### config.mk
export PLATFORM = sky130hd
export DESIGN_NAME = downscale_fetch_sequencer_flat
export DESIGN_NICKNAME = d
export VERILOG_FILES = /design/src/rtl/downscale_fetch_sequencer_if.sv /design/src/rtl/downscale_fetch_sequencer.sv /design/src/flat_wrapper.sv
export SDC_FILE = /design/constraint.sdc
export NUM_CORES = 1
export LEC_CHECK = 0
export ABC_AREA = 1
export BUFFER_PORTS_ARGS = -buffer_cell sky130_fd_sc_hd__buf_2
export CAP_MARGIN = 20
export CORE_ASPECT_RATIO = 1.5
export CORE_MARGIN = 1
export CORE_UTILIZATION = 50
export DETAILED_ROUTE_END_ITERATION = 10
export PLACE_DENSITY = 0.76
export SLEW_MARGIN = 20
export SYNTH_ARGS = -nofsm -noshare
export SYNTH_HDL_FRONTEND = slang
export SYNTH_SLANG_ARGS = --single-unit
### constraint.sdc
create_clock -name clk -period 9.6 [get_ports clk]
set_input_delay 0.96 -clock clk [delete_from_list [all_inputs] [get_ports clk]]
set_output_delay 0.96 -clock clk [all_outputs]
set_load 0.01 [all_outputs]
### src/rtl/downscale_fetch_sequencer_if.sv
// Read-port and interpolation-bundle handshakes of the downscale fetch sequencer.
// master = sequencer side, slave = frame memory / interpolation pipeline side.
interface downscale_fetch_sequencer_if #(
  parameter int ADDR_W = 20,
  parameter int PIX_W  = 8
);
  logic              o_rd_req;
  logic [ADDR_W-1:0] o_rd_addr;
  logic              i_rd_ack;
  logic [PIX_W-1:0]  i_rd_data;
  logic [PIX_W-1:0]  o_p00, o_p01, o_p10, o_p11;
  logic [15:0]       o_wx_q, o_wy_q;
  logic              o_valid;
  logic              i_ready;

  modport master (
    output o_rd_req, o_rd_addr, o_p00, o_p01, o_p10, o_p11, o_wx_q, o_wy_q, o_valid,
    input  i_rd_ack, i_rd_data, i_ready
  );
  modport slave (
    input  o_rd_req, o_rd_addr, o_p00, o_p01, o_p10, o_p11, o_wx_q, o_wy_q, o_valid,
    output i_rd_ack, i_rd_data, i_ready
  );
endinterface

### src/rtl/downscale_fetch_sequencer.sv
// Bilinear downscale sequencer: walks output pixels, fetches 4 neighbours, issues bundles.
// Optional DS_SEQ_PERF_EN adds o_stall_cnt (saturating count of handshake stall cycles).
module downscale_fetch_sequencer #(
  parameter int COORD_W = 10,
  parameter int ADDR_W  = 20,
  parameter int PIX_W   = 8
) (
  input  logic               clk,
  input  logic               rst_n,
  input  logic               i_start,
  input  logic [COORD_W-1:0] i_src_w,
  input  logic [COORD_W-1:0] i_src_h,
  input  logic [COORD_W-1:0] i_dst_w,
  input  logic [COORD_W-1:0] i_dst_h,
  input  logic [15:0]        i_step_q,
  output logic               o_busy,
  output logic               o_done,
  downscale_fetch_sequencer_if.master bus
`ifdef DS_SEQ_PERF_EN
  ,
  output logic [31:0]        o_stall_cnt
`endif
);
  localparam int ACC_W = COORD_W + 8;
  localparam logic [COORD_W:0]   ONE_C = 1;
  localparam logic [COORD_W-1:0] ONE_O = 1;

  typedef enum logic [2:0] {IDLE, SETUP, FETCH, ISSUE, DONE} state_t;
  typedef struct packed {
    logic [COORD_W-1:0] src_w, src_h, dst_w, dst_h;
    logic [15:0]        step;
  } cfg_t;

  state_t                state;
  cfg_t                  cfg;
  logic [COORD_W-1:0]    ox, oy;
  logic [ACC_W-1:0]      x_acc, y_acc, nx_acc, ny_acc, step_ext;
  logic [1:0]            idx;
  logic [3:0][PIX_W-1:0] pix;
  logic                  row_end, last;

  // sel[0] picks x1 over x0, sel[1] picks y1 over y0; both clamp to the source edge
  function automatic logic [ADDR_W-1:0] nbr_addr(input logic [1:0] sel,
      input logic [ACC_W-1:0] xa, input logic [ACC_W-1:0] ya,
      input logic [COORD_W-1:0] sw, input logic [COORD_W-1:0] sh);
    logic [COORD_W:0]  xm, ym, xi, yi;
    logic [ADDR_W-1:0] row;
    xm = {1'b0, sw} - ONE_C;
    ym = {1'b0, sh} - ONE_C;
    xi = {1'b0, xa[ACC_W-1:8]};
    yi = {1'b0, ya[ACC_W-1:8]};
    if (xi > xm) xi = xm;
    if (yi > ym) yi = ym;
    if (sel[0]) xi = (xi + ONE_C > xm) ? xm : xi + ONE_C;
    if (sel[1]) yi = (yi + ONE_C > ym) ? ym : yi + ONE_C;
    row = ADDR_W'(yi) * ADDR_W'(sw);
    return row + ADDR_W'(xi);
  endfunction

  assign step_ext = ACC_W'(cfg.step);
  assign row_end  = (ox == cfg.dst_w - ONE_O);
  assign last     = row_end && (oy == cfg.dst_h - ONE_O);
  assign nx_acc   = row_end ? '0 : x_acc + step_ext;
  assign ny_acc   = row_end ? y_acc + step_ext : y_acc;

  assign bus.o_p00 = pix[0];
  assign bus.o_p01 = pix[1];
  assign bus.o_p10 = pix[2];
  assign bus.o_p11 = pix[3];

  always_ff @(posedge clk or negedge rst_n) begin
    if (!rst_n) begin
      state         <= IDLE;
      cfg           <= '0;
      ox            <= '0;
      oy            <= '0;
      x_acc         <= '0;
      y_acc         <= '0;
      idx           <= '0;
      pix           <= '0;
      bus.o_rd_req  <= 1'b0;
      bus.o_rd_addr <= '0;
      bus.o_wx_q    <= '0;
      bus.o_wy_q    <= '0;
      bus.o_valid   <= 1'b0;
      o_busy        <= 1'b0;
      o_done        <= 1'b0;
    end else begin
      case (state)
        IDLE: if (i_start) begin
          state  <= SETUP;
          o_busy <= 1'b1;
        end
        SETUP: begin
          cfg   <= '{src_w: i_src_w, src_h: i_src_h, dst_w: i_dst_w, dst_h: i_dst_h, step: i_step_q};
          ox    <= '0;
          oy    <= '0;
          x_acc <= '0;
          y_acc <= '0;
          idx   <= '0;
          if (i_dst_w == '0 || i_dst_h == '0) begin
            state  <= DONE;
            o_done <= 1'b1;
          end else begin
            state         <= FETCH;
            bus.o_rd_req  <= 1'b1;
            bus.o_rd_addr <= nbr_addr(2'd0, '0, '0, i_src_w, i_src_h);
          end
        end
        FETCH: if (bus.i_rd_ack) begin
          pix[idx] <= bus.i_rd_data;
          if (idx == 2'd3) begin
            state        <= ISSUE;
            bus.o_rd_req <= 1'b0;
            bus.o_valid  <= 1'b1;
            bus.o_wx_q   <= {8'h00, x_acc[7:0]};
            bus.o_wy_q   <= {8'h00, y_acc[7:0]};
          end else begin
            idx           <= idx + 2'd1;
            bus.o_rd_addr <= nbr_addr(idx + 2'd1, x_acc, y_acc, cfg.src_w, cfg.src_h);
          end
        end
        ISSUE: if (bus.i_ready) begin
          bus.o_valid <= 1'b0;
          idx         <= '0;
          if (last) begin
            state  <= DONE;
            o_done <= 1'b1;
          end else begin
            // first address of the next pixel comes from the post-advance accumulators
            state         <= FETCH;
            ox            <= row_end ? '0 : ox + ONE_O;
            oy            <= row_end ? oy + ONE_O : oy;
            x_acc         <= nx_acc;
            y_acc         <= ny_acc;
            bus.o_rd_req  <= 1'b1;
            bus.o_rd_addr <= nbr_addr(2'd0, nx_acc, ny_acc, cfg.src_w, cfg.src_h);
          end
        end
        DONE: begin
          state  <= IDLE;
          o_done <= 1'b0;
          o_busy <= 1'b0;
        end
        default: state <= IDLE;
      endcase
    end
  end

`ifdef DS_SEQ_PERF_EN
  logic stall;
  assign stall = (bus.o_rd_req && !bus.i_rd_ack) || (bus.o_valid && !bus.i_ready);

  always_ff @(posedge clk or negedge rst_n) begin
    if (!rst_n)                               o_stall_cnt <= '0;
    else if (state == SETUP)                  o_stall_cnt <= '0;
    else if (stall && o_stall_cnt != '1)      o_stall_cnt <= o_stall_cnt + 32'd1;
  end
`endif
endmodule

### src/flat_wrapper.sv
// flat-port wrapper written by rule: the top's interface ports become plain ports
module downscale_fetch_sequencer_flat 
#(
  parameter int COORD_W = 10,
  parameter int ADDR_W  = 20,
  parameter int PIX_W   = 8
)
  (clk, rst_n, i_start, i_src_w, i_src_h, i_dst_w, i_dst_h, i_step_q, o_busy, o_done, bus_o_rd_req, bus_o_rd_addr, bus_o_p00, bus_o_p01, bus_o_p10, bus_o_p11, bus_o_wx_q, bus_o_wy_q, bus_o_valid, bus_i_rd_ack, bus_i_rd_data, bus_i_ready);
  downscale_fetch_sequencer_if #(.ADDR_W(ADDR_W), .PIX_W(PIX_W)) bus_i ();
  input  logic clk;
  input  logic rst_n;
  input  logic i_start;
  input  logic [COORD_W-1:0] i_src_w;
  input  logic [COORD_W-1:0] i_src_h;
  input  logic [COORD_W-1:0] i_dst_w;
  input  logic [COORD_W-1:0] i_dst_h;
  input  logic [15:0] i_step_q;
  output logic o_busy;
  output logic o_done;
  output wire logic [$bits(bus_i.o_rd_req)-1:0] bus_o_rd_req;
  output wire logic [$bits(bus_i.o_rd_addr)-1:0] bus_o_rd_addr;
  output wire logic [$bits(bus_i.o_p00)-1:0] bus_o_p00;
  output wire logic [$bits(bus_i.o_p01)-1:0] bus_o_p01;
  output wire logic [$bits(bus_i.o_p10)-1:0] bus_o_p10;
  output wire logic [$bits(bus_i.o_p11)-1:0] bus_o_p11;
  output wire logic [$bits(bus_i.o_wx_q)-1:0] bus_o_wx_q;
  output wire logic [$bits(bus_i.o_wy_q)-1:0] bus_o_wy_q;
  output wire logic [$bits(bus_i.o_valid)-1:0] bus_o_valid;
  input wire logic [$bits(bus_i.i_rd_ack)-1:0] bus_i_rd_ack;
  input wire logic [$bits(bus_i.i_rd_data)-1:0] bus_i_rd_data;
  input wire logic [$bits(bus_i.i_ready)-1:0] bus_i_ready;
  assign bus_o_rd_req = bus_i.o_rd_req;
  assign bus_o_rd_addr = bus_i.o_rd_addr;
  assign bus_o_p00 = bus_i.o_p00;
  assign bus_o_p01 = bus_i.o_p01;
  assign bus_o_p10 = bus_i.o_p10;
  assign bus_o_p11 = bus_i.o_p11;
  assign bus_o_wx_q = bus_i.o_wx_q;
  assign bus_o_wy_q = bus_i.o_wy_q;
  assign bus_o_valid = bus_i.o_valid;
  assign bus_i.i_rd_ack = bus_i_rd_ack;
  assign bus_i.i_rd_data = bus_i_rd_data;
  assign bus_i.i_ready = bus_i_ready;
  downscale_fetch_sequencer #(.COORD_W(COORD_W), .ADDR_W(ADDR_W), .PIX_W(PIX_W)) u_core (.clk(clk), .rst_n(rst_n), .i_start(i_start), .i_src_w(i_src_w), .i_src_h(i_src_h), .i_dst_w(i_dst_w), .i_dst_h(i_dst_h), .i_step_q(i_step_q), .o_busy(o_busy), .o_done(o_done), .bus(bus_i));
endmodule
==> impl_results.md <==
* Worst path max stage delay at 0.54 ns
* Post-Synth XOR/XNOR Area at 4.00%
* Total wirelength of the detailed-routed design at 67900 µm
* Via-per-instance ratio at 5.37
* Number of global-route vias before repair at 21400
* Antenna violations before repair at 2
* Worst Path Class, Setup: flop to flop
* WP data arrival at 9.73 ns
* Gpl congestion at 1.06
* Number of remaining DRC errors at 0
* Die ar. at 49100 µm²
* Syn Inst Count at 2977
* Area taken by multi-input logic gates at 18000 µm²
* Post-Syn Area at 24100 µm²
* Most frequent cells in the layout: sky130_fd_sc_hd__nand2_1 (531), sky130_fd_sc_hd__inv_1 (507), sky130_fd_sc_hd__ha_1 (252), sky130_fd_sc_hd__fa_1 (239), sky130_fd_sc_hd__dfrtp_1 (187)
* Height of the chip at 271 µm
* Number of pins exceeding their max-slew limit in the final report at 0
* CP max FO at 8
* R2R cell count at 60
* Least setup slack across all paths after layout at 0.273 ns
* Number of port buffers at 140
* Final Hold Violating Endpoints at 0
* Fraction of the mapped netlist area in compound gates at 13.7%
* Worst Max-Slew Pin Slew at 1.04 ns
* Sink of the worst hold path: u_core.oy[2]
* Maximum number of pins on one net before global-route repair at 118
* Area of the placeable core at 47600 µm²
* Worst setup EP type: flop
* Mean cell area of the mapped netlist at 8.10 µm²
* Number of design-rule violations left by the first detailed-router iteration at 1272
* Number of standard-cell rows in the floorplan at 98
* Worst hold path cell count at 1
* Hold/Removal Path Class: flop to flop
* Total iterations of the first detailed-routing run at 6
* Width of the die at 181 µm
* Startpoint of the most critical setup path: u_core.cfg[37]
* EDFF count, synth at 0
* Final worst path period share at 97.2%
* Source-to-sink clock delay at the later pin of the worst-skew pair at 0.47 ns
* DRT antenna net count at 0
* Global-route wire length before repair at 106000 µm
* Fill cell count at 4264
* Leftover overflow at the end of global routing at 0
* Destination of the worst register-to-register timing path: u_core.bus.o_rd_addr[19]
* Via count of the routed design at 21200
* Dpl ws at -0.00371 ns
* Combined flip-flop and latch cell area at 4730 µm²
* CP required at 10.00 ns
* Worst setup slack for register-to-register paths at 0.27 ns
* Maximum clock rate at 0.107 GHz
* Number of buffers on the longest clock path at 2
* CP Launch Type: flop
* Share of cells above drive strength 1 at 17.7%
* IO Pins at 157
* Number of nets in the final layout at 3924
* FF+latch count, synth at 189
* Seq/Total Area, Yosys at 19.6%
* Number of distinct library cell variants in the gate-level netlist after synthesis at 60
* Worst path buffer plus inverter count at 11
* Max cap viols at 0
* Fraction of synthesis flops using an asynchronous set or reset pin at 100%
* Clock slew seen by the registers of the worst setup and hold paths at 0.08 ns
* Crit path top cell by count: sky130_fd_sc_hd__nand2_1
* Most common flop cell mapped by yosys: sky130_fd_sc_hd__dfrtp_1
* CTS tree: built
* # setup viols final at 0
* Main combinational cell family by area after synthesis: adder cells
* Starting Density at 50.7%
* Reg-to-reg critical path startpoint: u_core.cfg[37]
* Routed WL per cell at 17.1 µm
* Tmin final at 9.33 ns
* Buffer type at the clock tree root: sky130_fd_sc_hd__clkbuf_16
* Unrepaired setup endpoints after global routing: true
* Family with the most delay on the worst path: adder cells
* Critical path's slowest cell: sky130_fd_sc_hd__fa_1
* Clk sink count at 189
* Arithmetic-cell share of the synthesized area counting full adders, half adders and majority gates at 34.0%
* H-tree depth reported by CTS at 4
* Number of clock buffers inserted by TritonCTS at 17
* Yosys synthesis warning count at 0
* Most common cell after layout, fill and taps aside: sky130_fd_sc_hd__nand2_1
* Total routing usage reported by global routing at 27.6%
* Run status: completed
* Synth-to-layout area growth at 17.1%
* Worst Min Path Start: u_core.oy[2]
* Normalized max-slew margin at 29.9%
* Clock skew after layout at 0.0104 ns
* Post-Synth Simple-Gate Area at 18.0%
* DP Wirelength at 55000 µm
* Post-synthesis mux area share at 0%
[cell type report]
class / count / area share [%]
multi-input combinational: 2288 / 63.9
sequential: 189 / 16.8
inverter: 548 / 7.31
timing repair buffer: 301 / 7.17
tap: 600 / 2.66
clock buffer: 18 / 1.56
clock inverter: 14 / 0.638
antenna: 1 / 0.00886
[state kept, by name, summed over array words and instances (netlist names)]
name	count
u_core.bus.o_rd_req	1
u_core.oy	10
u_core.cfg	56
u_core.x_acc	18
u_core.ox	10
u_core.bus.o_rd_addr	20
u_core.bus.o_p00	8
u_core.y_acc	18
u_core.bus.o_valid	1
u_core.bus.o_p11	8
u_core.bus.o_wx_q	8
u_core.idx	2
u_core.bus.o_wy_q	8
u_core.bus.o_p10	8
u_core.bus.o_p01	8
u_core.o_done	1
u_core.o_busy	1
u_core.state	3
[synthesized netlist by cell type (26+ instances only)]
master,instances,area [µm²]
sky130_fd_sc_hd__ha_1,268,3350
sky130_fd_sc_hd__xnor2_1,36,315
sky130_fd_sc_hd__clkbuf_1,62,233
sky130_fd_sc_hd__nor2_1,191,717
sky130_fd_sc_hd__o22ai_1,36,225
sky130_fd_sc_hd__a21oi_1,141,706
sky130_fd_sc_hd__xor2_1,74,648
sky130_fd_sc_hd__o211ai_1,57,428
sky130_fd_sc_hd__fa_1,242,4840
sky130_fd_sc_hd__o21ai_0,195,976
sky130_fd_sc_hd__dfrtp_1,189,4730
sky130_fd_sc_hd__nor3_1,33,165
sky130_fd_sc_hd__nand3_1,73,365
sky130_fd_sc_hd__nand2_1,549,2060
sky130_fd_sc_hd__nand4_1,26,163
sky130_fd_sc_hd__inv_1,524,1970
[logic make-up after synthesis]
| logic type | count (synthesis) |
|---|---|
| AOI/OAI and AO/OA | 539 |
| xor gates and xnor gates | 110 |
| adders and majority gates | 510 |
| buffers and inverters | 645 |
| DFF | 189 |
| other | 2 |
| and+or+nand+nor | 982 |
[per-stage QoR]
stage | TNS, ns | utilization (%) | instance area [µm²] | hold WS (ns) | std cells
after detailed placement | -0.00371 | 55.8 | 26500 | 0.451 | 3886
after CTS | 0 | 57.1 | 27200 | 0.465 | 3920
after floorplan | 0 | - | 24700 | 0.423 | 3121
after global routing | -0.724 | 59.3 | 28200 | 0.488 | 3959
final | 0 | 59.3 | 28200 | 0.473 | 3959
after global placement | 0 | 55.8 | 26500 | 0.440 | 3886
[timing repair]
| action | in CTS | in global routing |
|---|---|---|
| setup endpoints to repair | 1 | 11 |
| cloned | 0 | 1 |
| hold buffers | 0 | 0 |
| setup buffers | 2 | 36 |
| pin swaps | 1 | 102 |
| resized for setup | 2 | 167 |
[worst max path at each step]
stage,endpoint,cells after the start,slack [ns]
after floorplan,u_core.bus.o_rd_addr[19],64,0.26
after global placement,u_core.bus.o_rd_addr[19],56,0.17
after detailed placement,u_core.bus.o_rd_addr[19],62,-0.004
after CTS,u_core.bus.o_rd_addr[19],62,0.03
after global routing,u_core.bus.o_rd_addr[19],61,-0.21
final,u_core.bus.o_rd_addr[19],60,0.27
[routing by layer]
metal | wire length [µm] | global-route usage [%] | vias to the layer above
li1 | - | - | 10200
met5 | 13 | 0 | -
met2 | 35500 | 51.1 | 662
met1 | 24300 | 28.7 | 10100
met4 | 5290 | 19.7 | 2
met3 | 2790 | 3.12 | 276
[worst reg2reg max path: cells and delay by family (launching register included)]
family | cells | cell delay, ns
buffers and inverters | 11 | 0.71
AND/OR/NAND/NOR | 27 | 2.46
flip-flops | 1 | 0.42
adder cells (fa/ha/maj) | 10 | 3.78
XOR/XNOR | 3 | 0.51
AO/OA/AOI/OAI | 9 | 1.35
Power is not shown: default switching activity piles up to over one toggle a cycle in this logic, so the estimate is an artifact.
